## src/rtl/linear_network_multicast_ctrl.sv

```systemverilog
// Round-robin issue controller for one linear_network_multicast_comb chain.
// A single held transaction is stalled until every addressed node is ready, then retired.
module linear_network_multicast_ctrl #(
    parameter int DATA_WIDTH = 32,
    parameter int NUM_NODE   = 4,
    parameter int NUM_REQ    = 4,
    parameter int REQ_ID_W   = $clog2(NUM_REQ)
) (
    input  logic                         clk,
    input  logic                         rst_n,
    input  logic [NUM_REQ-1:0]           i_req_valid,
    input  logic [NUM_REQ*DATA_WIDTH-1:0] i_req_data,
    input  logic [NUM_REQ*NUM_NODE-1:0]  i_req_dest,
    output logic [NUM_REQ-1:0]           o_req_ready,
    input  logic [NUM_NODE-1:0]          i_node_ready,
    output logic                         o_valid,
    output logic [DATA_WIDTH-1:0]        o_data_bus,
    output logic                         o_en,
    output logic [NUM_NODE-1:0]          o_cmd,
    output logic [REQ_ID_W-1:0]          o_grant_id,
    output logic                         o_busy
);

    // state | meaning
    // EMPTY | no transaction held, chain idle
    // HOLD  | {data_q, dest_q, id_q} driven on the chain until all addressed nodes ready
    typedef enum logic {EMPTY = 1'b0, HOLD = 1'b1} state_t;

    state_t                state;
    logic [DATA_WIDTH-1:0] data_q;
    logic [NUM_NODE-1:0]   dest_q;
    logic [REQ_ID_W-1:0]   id_q;
    logic [REQ_ID_W-1:0]   rr_ptr;

    logic                  found;
    logic [REQ_ID_W-1:0]   winner;
    logic [REQ_ID_W-1:0]   idx;
    logic [REQ_ID_W-1:0]   next_ptr;
    logic                  retire;
    logic                  slot_free;
    logic                  accept;
    logic [DATA_WIDTH-1:0] win_data;
    logic [NUM_NODE-1:0]   win_dest;

    always_comb begin
        found  = 1'b0;
        winner = '0;
        idx    = '0;
        for (int i = 0; i < NUM_REQ; i++) begin
            idx = REQ_ID_W'((int'(rr_ptr) + i) % NUM_REQ);
            if (!found && i_req_valid[idx]) begin
                found  = 1'b1;
                winner = idx;
            end
        end
    end

    // Unaddressed nodes are masked so they never block delivery.
    assign o_en      = (state == HOLD) & (&(i_node_ready | ~dest_q));
    assign retire    = o_en;
    assign slot_free = (state == EMPTY) | retire;
    // rst_n gate keeps the handshake closed while reset is held.
    assign accept    = found & slot_free & rst_n;
    assign win_data  = i_req_data[int'(winner)*DATA_WIDTH +: DATA_WIDTH];
    assign win_dest  = i_req_dest[int'(winner)*NUM_NODE +: NUM_NODE];
    assign next_ptr  = (winner == REQ_ID_W'(NUM_REQ - 1)) ? '0 : winner + 1'b1;

    always_comb begin
        o_req_ready = '0;
        for (int r = 0; r < NUM_REQ; r++) begin
            o_req_ready[r] = accept && (winner == REQ_ID_W'(r));
        end
    end

    // Zero-mask requests complete the handshake but never enter HOLD.
    always_ff @(posedge clk or negedge rst_n) begin
        if (!rst_n) begin
            state  <= EMPTY;
            data_q <= '0;
            dest_q <= '0;
            id_q   <= '0;
            rr_ptr <= '0;
        end else begin
            if (accept) begin
                rr_ptr <= next_ptr;
            end
            if (accept && (|win_dest)) begin
                state  <= HOLD;
                data_q <= win_data;
                dest_q <= win_dest;
                id_q   <= winner;
            end else if (retire) begin
                state  <= EMPTY;
                data_q <= '0;
                dest_q <= '0;
                id_q   <= '0;
            end
        end
    end

    assign o_valid    = (state == HOLD);
    assign o_busy     = (state == HOLD);
    assign o_data_bus = data_q;
    assign o_cmd      = dest_q;
    assign o_grant_id = id_q;

endmodule

```

## config.mk

```make
export PLATFORM = sky130hd
export DESIGN_NAME = linear_network_multicast_ctrl
export DESIGN_NICKNAME = d
export VERILOG_FILES = /design/src/rtl/linear_network_multicast_ctrl.sv
export SDC_FILE = /design/constraint.sdc
export NUM_CORES = 1
export LEC_CHECK = 0
export BUFFER_PORTS_ARGS = -buffer_cell sky130_fd_sc_hd__buf_2
export CORE_MARGIN = 2
export CORE_UTILIZATION = 47
export CTS_BUF_LIST = sky130_fd_sc_hd__clkbuf_4 sky130_fd_sc_hd__clkbuf_8
export DETAILED_ROUTE_END_ITERATION = 6
export PLACE_DENSITY = 0.88
export SETUP_SLACK_MARGIN = 0.4
export SYNTH_ARGS = -nofsm -noshare
export SYNTH_HDL_FRONTEND = slang
export SYNTH_SLANG_ARGS = --single-unit
export TNS_END_PERCENT = 100
```

## constraint.sdc

```tcl
create_clock -name clk -period 5.9 [get_ports clk]
set_input_delay 0.295 -clock clk [delete_from_list [all_inputs] [get_ports clk]]
set_output_delay 0.295 -clock clk [all_outputs]
set_load 0.05 [all_outputs]
```

Word level (Yosys, flattened, before mapping). Cells that the tools add are included.

Register bits: 41. Output and inout port bits: 45.

$add $sub $neg: 4. Magnitude comparators: 4. Equal/unequal tests: 3. Shift-type cells: 2. Mux-type cells: 25. Bitwise logic cells: 7. Reductions and logical operators: 15.

Operator list (count): 128-bit by 8-bit variable part select with 32-bit output (1); 32-bit two-way mux (2); 16-bit by 5-bit variable part select with 4-bit output (1); 2-bit two-way mux (7); 2-bit by 3-bit < comparator with 1-bit output (second input constant) (4); 1-bit two-way mux (10); 1-bit binary-select mux with 2-bit select (4); 1-bit logical AND (8); 4-bit two-way mux (2); 2-bit by 1-bit adder with 2-bit output (second input constant) (2); 2-bit adder (second input constant) (2); 2-bit equality test (second input constant) (2); 4-bit NOT (1); 4-bit bitwise OR (1); 4-bit AND reduction (1); 4-bit OR reduction (1); 1-bit AND (3); 1-bit logical NOT (3); 2-bit by 1-bit equality test with 1-bit output (second input constant) (1); 2-bit logical NOT (1); 2-bit nonzero test (1); 1-bit NOT (1); 1-bit bitwise OR (1).

Depth between registers and ports, before layout.
Word-level depth: 16. Gate-level depth with buffers: 11. Gate-level depth less buffers: 8.

Worst setup path before layout. Ideal clock, no wire load.

Path kind: register to output. From: register rr_ptr[1]. To: output port o_req_ready[2]. Arrival: 2.475 ns. Data required time: 5.605 ns. Setup slack: 3.130 ns. Stages on the path, launching flop included: 10. Path buffers: 3. Cells stage by stage: dfrtp_1 a21oi_1 o21a_1 o22a_1 buf_6 clkbuf_1 clkbuf_1 ha_1 inv_1 nor2_1.

Longest elaborated chain between the ends: 15.

Ends and longest elaborated chain: start, declared (RTL line 33) `logic [REQ_ID_W-1:0] rr_ptr;`; start signal, assigned (RTL line 85) `rr_ptr <= next_ptr;`; parallel branches: the longest is 14 deep, another holds 2-bit by 1-bit adder with 2-bit output; 1-bit logical AND * (RTL line 71) `o_req_ready[r] = accept && (winner == REQ_ID_W'(r));`; end, declared (RTL line 14) `output logic [NUM_REQ-1:0] o_req_ready,`.

Every way passes the cells marked *. The select of a mux whose other input is x is not followed.

Worst setup path in the final report.
From: register rr_ptr[1]. To: register data_q[6] (netlist: o_data_bus[6]).

Longest elaborated chain between the ends: 16.

Ends and longest elaborated chain: parallel branches: the longest is 16 deep, another holds 2-bit by 1-bit adder with 2-bit output; end signal, assigned (RTL line 89) `data_q <= win_data;`; end, declared (RTL line 30) `logic [DATA_WIDTH-1:0] data_q;`.

Parallel ways; which one is timed is not known. The select of a mux whose other input is x is not followed. A chain may end at the register's enable or synchronous reset.

==> flow_summary.ini <==
[status]
outcome = finished, final reports clean

[route]
ant_nets = 0
viasPerCell = 5.19
routed_wl_um = 8900
wl_per_cell_um = 13.1
drc = 0
num_vias = 3526
drt_iter0_markers = 152
firstDrtPassIters = 4

[sta]
slew_viol_final = 0
period_needed_ns = 3.90
skew_ns = 0.00977
worst_slew_pin_slew_ns = 1.07
fin_ws_ns = 2.00
fin_crit_sh_pct = 66.2
fmax_mhz = 256
slew-limit-headroom_pct = 28.6
setup_viol = 0
rsz0062_at_grt = no
tns_ns = 0
finalHoldViolations = 0

[global_routing]
top_usage_layer = met2
grt_util_met2_pct = 45.5
grt_max_degree = 69
grt.overflow.total = 0
grt_pass1_wl_um = 14900
grt.total_usage_pct = 25.6
antenna_found_initial = 0
grt_pass1_vias = 3420
grtUsageMet1_pct = 30.1
met3_usage_pct = 5.24

[placement]
dpl_worst_slack_ns = 2.05
hpwl_um = 6680
gp_congestion = 0.847
dp.cells = 672
port_buffers = 198
placed_area_mm2 = 0.00399

[critical_path]
r2r_cells = 9
cp_max_fo = 40
cp.arrival_ns = 4.10
crit_required_ns = 6.10
worst-setup-path-type = reg -> reg
crit-reg2reg-launch = rr_ptr[1]$_DFFE_PN0P_
cp_slowest_stage_delay_ns = 0.74
slowest_stage = a41oi_4
crit_path_cell_trace = a21oi_1 > o21a_1 > o22a_2 > buf_4 > mux2i_1 > mux2_2 > a41oi_4 > buf_4 > mux2i_1
r2r_slack_ns = 2.00
reg2reg_to = o_data_bus[6]$_DFFE_PN0P_
start_kind = register
endpoint_kind = register

[floorplanning]
core_mm2 = 0.00628
start_util_pct = 47.8
die_h_um = 83.9
io_pins = 199
std_cell_rows = 29
die_area_mm2 = 0.00704
die_x_um = 83.9

[synth]
synth_seq_cells = 41
synth_edf_count = 0
synthCells = 424
ys_types = 28
syn_nets = 582
ys_async_sr_fraction_pct = 100
ys.flop_type = dfrtp_1
syn_area_mm2 = 0.00300
ys_seq_area_share_pct = 34.2
synth_area_per_cell_um2 = 7.08
yosysWarnings = 0

[cts]
h-tree-depth = 2
ctsHoldBuffers = 0
cts.path.max_buffers = 2
cts_setup_buffers = 0
cts.reportedPaths.clkPinSlew_ns = 0.08
cts_sinks = 41
clk_latency_ns = 0.29
cts_made_buffers = 5
cts_resized = 0
cts-root-buf = clkbuf_8
cts_tree = yes

[pwr]
leakage_nw = 2.27
p_clk_share_pct = 8.4
intPower_uw = 948
swShare_pct = 57.0
powerDensity_mw_per_mm2 = 541
netSwitchingPower_mw = 1.26
seqPwrFrac_pct = 23.0
combPwrFrac_pct = 68.6
ir_drop_uv = 413

[cells_and_area]
utilization_pct = 65.0
area_growth_pct = 36.0
drive_gt1_share_pct = 36.4
final_nets = 760
diodes = 0
final_cells = 679
fin_area_mm2 = 0.00408

[hold_path]
min_path_type = in -> async

[flow_run]
drv_cap = 0
## power by group through the flow
| stage | logic (mW) | registers, mW | clock network [mW] |
|---|---|---|---|
| after floorplan | 0.724 | 0.946 | 0 |
| after global placement | 1.47 | 0.501 | 0 |
| after detailed placement | 1.52 | 0.507 | 0 |
| after CTS | 1.52 | 0.506 | 0.191 |
| after global routing | 1.64 | 0.526 | 0.204 |
| final | 1.51 | 0.508 | 0.186 |
## sequential cells by signal, indices dropped and copies added, names as in the netlist
name        count
o_busy          1
o_cmd           4
o_data_bus     32
o_grant_id      2
rr_ptr          2
## cell families after synthesis
kind of cell / count (synthesis) / synth area share, %
AND/OR/NAND/NOR: 235 / 30.9
AO/OA/AOI/OAI: 51 / 10.1
multiplexers: 49 / 16.6
buffers and inverters: 44 / 6.67
flip-flops: 41 / 34.2
adder cells (fa/ha/maj): 4 / 1.67
## worst max-delay path by stage
stage	slack, ns	cells past startpoint	end	startpoint
6_report	2.00	9	o_data_bus[6]$_DFFE_PN0P_	rr_ptr[1]$_DFFE_PN0P_
5_1_grt	1.71	9	o_data_bus[6]$_DFFE_PN0P_	rr_ptr[1]$_DFFE_PN0P_
4_1_cts	2.02	9	o_data_bus[6]$_DFFE_PN0P_	rr_ptr[1]$_DFFE_PN0P_
3_5_place_dp	2.05	9	o_data_bus[6]$_DFFE_PN0P_	rr_ptr[1]$_DFFE_PN0P_
3_3_place_gp	2.19	9	o_grant_id[1]$_DFFE_PN0P_	rr_ptr[1]$_DFFE_PN0P_
2_1_floorplan	3.13	9	o_req_ready[2]	rr_ptr[1]$_DFFE_PN0P_
## layout by cell type (no fill, tap or decap), drive strengths merged
| master | netlist | layout |
|---|---|---|
| a221oi | 1 | 1 |
| a21boi | 1 | 1 |
| o21a | 1 | 1 |
| nand2 | 101 | 101 |
| nor2 | 101 | 101 |
| buf | 14 | 202 |
| nand3 | 32 | 32 |
| o22ai | 2 | 2 |
| mux2i | 44 | 44 |
| o41ai | 1 | 1 |
| nor3b | 1 | 1 |
| a2bb2oi | 1 | 1 |
| o32ai | 2 | 2 |
| a21o | 2 | 2 |
| inv | 13 | 13 |
| o21ai | 34 | 34 |
| a41oi | 1 | 1 |
| o22a | 1 | 1 |
| clkbuf | 17 | 7 |
| dfrtp | 41 | 41 |
| mux2 | 5 | 5 |
| a21oi | 4 | 4 |
| ha | 4 | 4 |
## Yosys cell counts (all sizes together), types with 2 or more instances
library cell  count  share of area (%)
buf              14                2.9
nand3            32                5.3
mux2              5                1.9
a21o              2               0.50
o21ai            34                5.7
ha                4                1.7
mux2i            44                 15
o32ai             2               0.58
clkbuf           17                2.1
nor2            101                 13
o22ai             2               0.42
a21oi             4               0.67
nand2           101                 13
dfrtp            41                 34
inv              13                1.6
## per-stage QoR
stage / power [mW] / hold WS [ns]
floorplan: 1.67 / -0.000591
global placement: 1.97 / 0.461
detailed placement: 2.02 / 0.469
CTS: 2.21 / 0.153
global route: 2.37 / 0.200
finish: 2.21 / 0.124
## critical path, delay by kind of cell, from the launching register on
kind	cells	cell delay, ns
mux	3	0.72
compound gates	4	1.60
buf+inv	2	0.96
flops	1	0.47
## layer usage
metal	wire, um	part of all wire [%]
met5	0	0
met3	653	7.3
met4	238	2.7
met1	3530	40
met2	4480	50
## area by class of cell
| class | instances | area [um2] |
|---|---|---|
| fillers | 555 | 2200 |
| multi-input cells | 339 | 1800 |
| flip-flops and latches | 41 | 1030 |
| repair buffers | 202 | 1020 |
| well taps | 77 | 96.3 |
| clock buffers | 7 | 90.1 |
| inverters | 13 | 48.8 |
Note: power is estimated with default switching activity, not from simulation.
